===== src/rtl/tft_draw_ctrl.sv =====
// tft_draw_ctrl: arbitrates the TFT byte port between the init sequencer and
// the rectangle draw path. Draw commands emit CASET/PASET/RAMWR followed by
// RGB666 pixels sent as three left-justified bytes.
module tft_draw_ctrl #(
  parameter int COORD_W = 9,
  parameter int WIDTH   = 320,
  parameter int HEIGHT  = 480
) (
  input  logic               clk,
  input  logic               rst,
  input  logic               init_dc,
  input  logic [7:0]         init_data,
  input  logic               init_transmit,
  input  logic               init_finished,
  input  logic               tft_busy,
  output logic               tft_dc,
  output logic [7:0]         tft_data,
  output logic               tft_transmit,
  input  logic               cmd_valid,
  output logic               cmd_ready,
  input  logic [COORD_W-1:0] cmd_x0,
  input  logic [COORD_W-1:0] cmd_x1,
  input  logic [COORD_W-1:0] cmd_y0,
  input  logic [COORD_W-1:0] cmd_y1,
  output logic               cmd_err,
  input  logic               pix_valid,
  output logic               pix_ready,
  input  logic [17:0]        pix_data,
  output logic               frame_done,
  output logic               drawing
);

  localparam int NPIX_W = 2*COORD_W+1;
  localparam logic [COORD_W:0] W_LIM = (COORD_W+1)'(WIDTH);
  localparam logic [COORD_W:0] H_LIM = (COORD_W+1)'(HEIGHT);

  typedef enum logic [3:0] {
    S_WAITINIT, S_IDLE, S_CASET, S_CASET_ARG, S_PASET, S_PASET_ARG,
    S_RAMWR, S_PIX_FETCH, S_PIX_G, S_PIX_B
  } state_t;

  state_t              state;
  logic                guard;
  logic [1:0]          arg_cnt;
  logic [COORD_W-1:0]  x0_q, x1_q, y0_q, y1_q;
  logic [NPIX_W-1:0]   npix;
  logic [5:0]          pix_g, pix_b;

  logic                can_issue, cmd_bad;
  logic [COORD_W:0]    dx, dy;
  logic [NPIX_W-1:0]   npix_new;
  logic [15:0]         arg_a, arg_b;
  logic [7:0]          arg_byte;

  // Issue qualification, command validation, pixel count and argument byte mux
  always_comb begin
    can_issue = ~tft_busy & ~guard;
    cmd_bad   = (cmd_x0 > cmd_x1) | (cmd_y0 > cmd_y1) |
                ({1'b0, cmd_x1} >= W_LIM) | ({1'b0, cmd_y1} >= H_LIM);
    dx        = {1'b0, cmd_x1} - {1'b0, cmd_x0} + (COORD_W+1)'(1);
    dy        = {1'b0, cmd_y1} - {1'b0, cmd_y0} + (COORD_W+1)'(1);
    npix_new  = NPIX_W'(dx) * NPIX_W'(dy);
    arg_a     = (state == S_PASET_ARG) ? 16'(y0_q) : 16'(x0_q);
    arg_b     = (state == S_PASET_ARG) ? 16'(y1_q) : 16'(x1_q);
    case (arg_cnt)
      2'd0:    arg_byte = arg_a[15:8];
      2'd1:    arg_byte = arg_a[7:0];
      2'd2:    arg_byte = arg_b[15:8];
      default: arg_byte = arg_b[7:0];
    endcase
  end

  assign cmd_ready = (state == S_IDLE);
  assign pix_ready = (state == S_PIX_FETCH) & can_issue;

  // Main sequencer; leaving S_WAITINIT is the sticky record that init finished
  always_ff @(posedge clk or negedge rst) begin
    if (!rst) begin
      state        <= S_WAITINIT;
      guard        <= 1'b0;
      arg_cnt      <= '0;
      x0_q         <= '0;
      x1_q         <= '0;
      y0_q         <= '0;
      y1_q         <= '0;
      npix         <= '0;
      pix_g        <= '0;
      pix_b        <= '0;
      tft_dc       <= 1'b0;
      tft_data     <= '0;
      tft_transmit <= 1'b0;
      cmd_err      <= 1'b0;
      frame_done   <= 1'b0;
      drawing      <= 1'b0;
    end else begin
      tft_transmit <= 1'b0;
      cmd_err      <= 1'b0;
      frame_done   <= 1'b0;
      guard        <= 1'b0;
      case (state)
        S_WAITINIT: begin
          tft_dc       <= init_dc;
          tft_data     <= init_data;
          tft_transmit <= init_transmit;
          if (init_finished) state <= S_IDLE;
        end
        S_IDLE: begin
          if (cmd_valid) begin
            if (cmd_bad) begin
              cmd_err <= 1'b1;
            end else begin
              x0_q    <= cmd_x0;
              x1_q    <= cmd_x1;
              y0_q    <= cmd_y0;
              y1_q    <= cmd_y1;
              npix    <= npix_new;
              arg_cnt <= '0;
              drawing <= 1'b1;
              state   <= S_CASET;
            end
          end
        end
        S_CASET, S_PASET, S_RAMWR: begin
          if (can_issue) begin
            tft_transmit <= 1'b1;
            guard        <= 1'b1;
            tft_dc       <= 1'b0;
            if (state == S_CASET) begin
              tft_data <= 8'h2a;
              state    <= S_CASET_ARG;
            end else if (state == S_PASET) begin
              tft_data <= 8'h2b;
              state    <= S_PASET_ARG;
            end else begin
              tft_data <= 8'h2c;
              state    <= S_PIX_FETCH;
            end
          end
        end
        S_CASET_ARG, S_PASET_ARG: begin
          if (can_issue) begin
            tft_transmit <= 1'b1;
            guard        <= 1'b1;
            tft_dc       <= 1'b1;
            tft_data     <= arg_byte;
            arg_cnt      <= arg_cnt + 2'd1;
            if (arg_cnt == 2'd3)
              state <= (state == S_CASET_ARG) ? S_PASET : S_RAMWR;
          end
        end
        S_PIX_FETCH: begin
          if (pix_valid && can_issue) begin
            pix_g        <= pix_data[11:6];
            pix_b        <= pix_data[5:0];
            tft_transmit <= 1'b1;
            guard        <= 1'b1;
            tft_dc       <= 1'b1;
            tft_data     <= {pix_data[17:12], 2'b00};
            state        <= S_PIX_G;
          end
        end
        S_PIX_G: begin
          if (can_issue) begin
            tft_transmit <= 1'b1;
            guard        <= 1'b1;
            tft_dc       <= 1'b1;
            tft_data     <= {pix_g, 2'b00};
            state        <= S_PIX_B;
          end
        end
        S_PIX_B: begin
          if (can_issue) begin
            tft_transmit <= 1'b1;
            guard        <= 1'b1;
            tft_dc       <= 1'b1;
            tft_data     <= {pix_b, 2'b00};
            npix         <= npix - NPIX_W'(1);
            if (npix == NPIX_W'(1)) begin
              frame_done <= 1'b1;
              drawing    <= 1'b0;
              state      <= S_IDLE;
            end else begin
              state <= S_PIX_FETCH;
            end
          end
        end
        default: state <= S_WAITINIT;
      endcase
    end
  end

endmodule


===== config.mk =====
export PLATFORM = sky130hd
export DESIGN_NAME = tft_draw_ctrl
export DESIGN_NICKNAME = d
export VERILOG_FILES = /design/src/rtl/tft_draw_ctrl.sv
export SDC_FILE = /design/constraint.sdc
export NUM_CORES = 1
export LEC_CHECK = 0
export CAP_MARGIN = 5
export CORE_UTILIZATION = 50
export CTS_CLUSTER_DIAMETER = 150
export CTS_CLUSTER_SIZE = 30
export DETAILED_ROUTE_END_ITERATION = 10
export PLACE_DENSITY = 0.71
export SETUP_SLACK_MARGIN = 0.2
export SLEW_MARGIN = 20
export SYNTH_ARGS = -nofsm -noshare
export SYNTH_HDL_FRONTEND = slang
export SYNTH_SLANG_ARGS = --single-unit

===== constraint.sdc =====
create_clock -name clk -period 2.55 [get_ports clk]
set_input_delay 0.255 -clock clk [delete_from_list [all_inputs] [get_ports clk]]
set_output_delay 0.255 -clock clk [all_outputs]
set_load 0.01 [all_outputs]

Yosys cells after proc, flatten, opt, wreduce, memory -nomap -nowiden
Index checks and enable logic that the tools add are counted.
- multiply operators: 1
- order comparisons: 4
- bitwise gates (word level): 8
- equal/unequal tests: 24
- reduce and logical (&&, ||, !) cells: 19
- $add $sub $neg: 6
- muxes and demuxes: 52
- operator list (cell ; count):
    19-bit two-way mux ; 3
    8-bit one-hot mux with 6 select lines ; 1
    8-bit two-way mux ; 5
    19-bit one-hot mux with 2 select lines ; 1
    4-bit two-way mux ; 9
    4-bit one-hot mux with 7 select lines ; 1
    8-bit one-hot mux with 3 select lines ; 1
    10-bit by 1-bit adder with 10-bit output (second input constant) ; 2
    9-bit by 9-bit subtractor with 10-bit output ; 2
    19-bit by 1-bit equality test with 1-bit output (second input constant) ; 1
    10-bit by 10-bit multiplier with 19-bit output ; 1
    19-bit by 1-bit subtractor with 19-bit output (second input constant) ; 1
    9-bit >= comparator (second input constant) ; 2
    9-bit greater-than comparator ; 2
    9-bit two-way mux ; 2
    2-bit inequality test (second input constant) ; 9
    4-bit by 3-bit equality test with 1-bit output (second input constant) ; 4
    1-bit two-way mux ; 15
    3-bit two-way mux ; 4
    4-bit AND reduction ; 3
    2-bit two-way mux ; 5
    9-bit AND reduction ; 1
    4-bit by 2-bit equality test with 1-bit output (second input constant) ; 2
    4-bit equality test (second input constant) ; 2
    other kinds (26) ; 35
- output and inout bits: 15
- logic and storage cells: 130
- register bits: 87

Longest topological paths before layout
- depth in word-level cells: 7
- depth in mapped cells: 31
- gate-level depth less buffers: 31

Least setup slack after synthesis
No wires, ideal clock.
- kind: in2reg
- start point: input cmd_y1[1]
- end point: register npix[18]
- setup slack: -4.472 ns
- required time: 2.455 ns
- buffers on the path: 0
- stages on the path: 26
- data arrival time: 6.927 ns
- setup time: 0.095 ns
- cells stage by stage: inv_1 ha_1 fa_1 o21bai_1 maj3_1 a21o_1 a21o_1 a31oi_1 xor2_2 or2_2 fa_1 fa_1 inv_1 fa_1 fa_1 inv_1 fa_1 inv_1 ha_1 or4_1 o221ai_1 a31oi_1 a21oi_1 o21ai_0 o21a_1 o31ai_1
- cells in the longest elaborated chain, start to end: 6
- RTL lines (element ; RTL line ; text):
    start: declaration ; 24 ; input logic [COORD_W-1:0] cmd_y1,
    9-bit by 9-bit subtractor with 10-bit output / 9-bit greater-than comparator (equally long branches) ; 61, 58 ;
    10-bit by 1-bit adder with 10-bit output / 1-bit OR (equally long branches) ; 61, 58 ;
    10-bit by 10-bit multiplier with 19-bit output / 1-bit OR (equally long branches) ; 62, 58 ;
    19-bit two-way mux / 1-bit OR (equally long branches) ; 109, 59 ;
    19-bit two-way mux / 2-bit inequality test (equally long branches) ; -- ;
    19-bit one-hot mux with 2 select lines / 4-bit AND reduction (equally long branches) ; -- ;
    end signal: assignment ; 116 ; npix <= npix_new;
    end signal: assignment ; 177 ; npix <= npix - NPIX_W'(1);
    end: declaration ; 46 ; logic [NPIX_W-1:0] npix;
Parallel ways exist; a longest one is shown, timed or not. The select of a mux whose other input is x is not followed.
A chain may end at the register's enable or synchronous reset.

Worst setup path after layout
Ends and elaborated chain as after synthesis.

==> impl_metrics.yaml <==
sta:
  slew-limit-headroom: 0.599
  fmax_mhz: 156
  setup_slack_ns: -3.87
  period_share: 2.52
  worstMarginPinSlew_ns: 0.601
  hold_ws_ns: 0.167
  setup_viol: 54
  hold_viol_final: 0
  report.final.slew_viol_count: 0
  skew_ns: 0.0201
  min_period_ns: 6.42
  rsz0062_at_grt: "yes"
synth:
  yosys.area.top_type: "dfrtp_1"
  syn-num-nets: 1280
  synth_top_area_frac: 0.240
  async_reset_ff_frac: 1.00
  yosysSeqAreaShare: 0.240
  yosysWarningCount: 0
  synth_edf_count: 0
  yosys-top-cells-area: "dfrtp_1, ha_1, fa_1, inv_1, o21ai_0"
  syn_avg_cell_area_sq_um: 8.73
  syn_area_sq_um: 9070
  synth.distinct_cells: 68
  ys_ff_latch: 87
  syn_inst: 1040
  synthFlopType: "dfrtp_1"
floorplanning:
  initial_utilization: 0.517
  core_area_sq_um: 17500
  die_area_sq_um: 18700
  rows: 48
  die_h_microns: 137
  fp.dieW_microns: 137
  io_pins: 85
clock_network:
  root_buffer: "clkbuf_16"
  clock_latency_ns: 0.37
  cts_buffer_depth: 2
  cts-buffers-inserted: 9
  clk_pin_slew_worst_paths_ns: 0.07
  htree_num_levels: 3
  cts_sinks: 87
  cts_tree: "yes"
final_layout:
  drive_gt1_frac: 0.402
  diodes: 0
  most-common-layout-cells: "buf_4, nor2_1, inv_1"
  areaGrowthSynthToFinish_pct: 53.3
  layout.nets: 1586
  final_common_cell: "buf_4"
grt:
  grt_overflow: 0
  antenna_found_initial: 0
  grt_max_degree: 39
  grt_usage: 0.331
  grt_pass1_wl_microns: 47400
  grt_pass1_vias: 9266
routing:
  drc_errors: 0
  drt_wl_total_microns: 34400
  vias: 9671
  post_drt_wl_per_cell_microns: 21.8
  vias_per_cell: 6.14
  final_antenna_net_count: 0
  drt_iter0_markers: 908
  drtPass1Iterations: 7
worst_hold_path:
  hold_start: "cmd_y0[1]"
  hold_path.class: "input pin to flop"
  worstHoldPathCells: 2
worst_setup_path:
  slowest_delay_ns: 0.56
  cp_top_family: "adder cells"
  crit_slowest_cell: "fa_1"
  rr_startpoint: "state[3]"
  worst-path-buf-inv: 10
  worstPathRequired_ns: 2.80
  worst_r2r_path_depth: 8
  worst-path-stages: 32
  path_max_fanout: 4
  start_kind: "input pin"
  cp-end-kind: "flop"
  startpoint: "cmd_y1[1]"
  arrival_ns: 6.67
  critical_path_class: "input pin to flop"
status:
  status: "finished with violations"
  violations: "setup timing"
placement:
  globalplace.congestion: 0.892
  io_buffers: 84
  dp_hpwl_microns: 20100
job:
  maxCapViolations: 0
logic make-up after synthesis:
kind of cell,count (synthesis),synth area share
adder cells (fa/ha/maj),171,0.289
multiplexers,39,0.0469
AO/OA/AOI/OAI,214,0.148
flip-flops,87,0.240
AND/OR/NAND/NOR,329,0.169
XOR/XNOR,36,0.0364
buffers and inverters,164,0.0698
stage by stage:
stage           util  area (sq um)  setup WS (ns)  setup TNS [ns]  std cells
4_1_cts        0.760         13300          -3.64          -49.71       1565
3_5_place_dp   0.671         11800          -4.58         -102.02       1510
3_3_place_gp   0.671         11800          -4.51          -96.98       1510
5_1_grt        0.793         13900          -4.09          -63.20       1576
6_report       0.793         13900          -3.87          -59.33       1576
2_1_floorplan      -          9240          -3.78          -48.85       1040
area by class of cell:
| cell class | instances | area (sq um) |
|---|---|---|
| clock buffers | 10 | 229 |
| clock inverters | 6 | 53.8 |
| fillers | 1001 | 3630 |
| inverters | 130 | 505 |
| multi-input cells | 789 | 7650 |
| flip-flops and latches | 87 | 2180 |
| well taps | 225 | 282 |
| repair buffers | 329 | 3020 |
timing repair:
action,in CTS,in global routing
gates resized for setup,306,119
gates cloned,9,0
setup endpoints to repair,63,69
pin swaps,127,62
buffers inserted,29,11
endpoints found under the hold margin,35,0
hold buffers,1,0
registers in the layout (all words and copies together) (netlist names):
name	cells
npix	19
x0_q	9
x1_q	9
y0_q	9
y1_q	9
tft_data	8
pix_b	6
pix_g	6
state	4
arg_cnt	2
cmd_err	1
drawing	1
frame_done	1
guard	1
tft_dc	1
tft_transmit	1
worst paths after layout:
check / slack [ns] / endpoint
max: -3.87 / npix[18]
min: 0.17 / y0_q[1]
max reg2reg: 0.21 / tft_data[2]
min reg2reg: 0.51 / npix[14]
max in group asynchronous: 1.44 / arg_cnt[0]
min in group asynchronous: 0.44 / npix[14]
routing by layer:
metal,track usage,vias to the layer above,part of all wire
met2,0.576,612,0.48
met4,0.128,0,0.071
li1,-,4133,-
met3,0.0604,248,0.083
met5,0,-,0
met1,0.404,4678,0.36
Yosys cell counts (3+ instances only):
| cell type | instances |
|---|---|
| o211ai_1 | 3 |
| clkbuf_1 | 21 |
| o21bai_1 | 3 |
| nor3_1 | 24 |
| fa_1 | 65 |
| buf_2 | 11 |
| o21a_1 | 9 |
| a222oi_1 | 5 |
| o221ai_1 | 3 |
| a21o_1 | 8 |
| a21boi_0 | 3 |
| nand2b_1 | 17 |
| or2_2 | 10 |
| a21oi_1 | 38 |
| or4_1 | 5 |
| nor2b_1 | 10 |
| a41oi_1 | 3 |
| xnor2_1 | 24 |
| inv_1 | 129 |
| ha_1 | 105 |
| mux2_2 | 28 |
| nand3_1 | 15 |
| nor4_1 | 5 |
| mux2i_1 | 11 |
| o22ai_1 | 4 |
| o21ai_0 | 91 |
| a31oi_1 | 10 |
| nor3b_1 | 4 |
| a22oi_1 | 5 |
| or3_1 | 7 |
| nand3b_1 | 3 |
| xor2_1 | 10 |
| dfrtp_1 | 87 |
| and3_1 | 6 |
| o41ai_1 | 3 |
| nor2_1 | 115 |
| nand4_1 | 3 |
| nand2_1 | 94 |
| o21ai_1 | 3 |
Power is left out: the tool's default activity adds up to more than one toggle a clock period on the data nets, which glitch-free logic cannot reach.
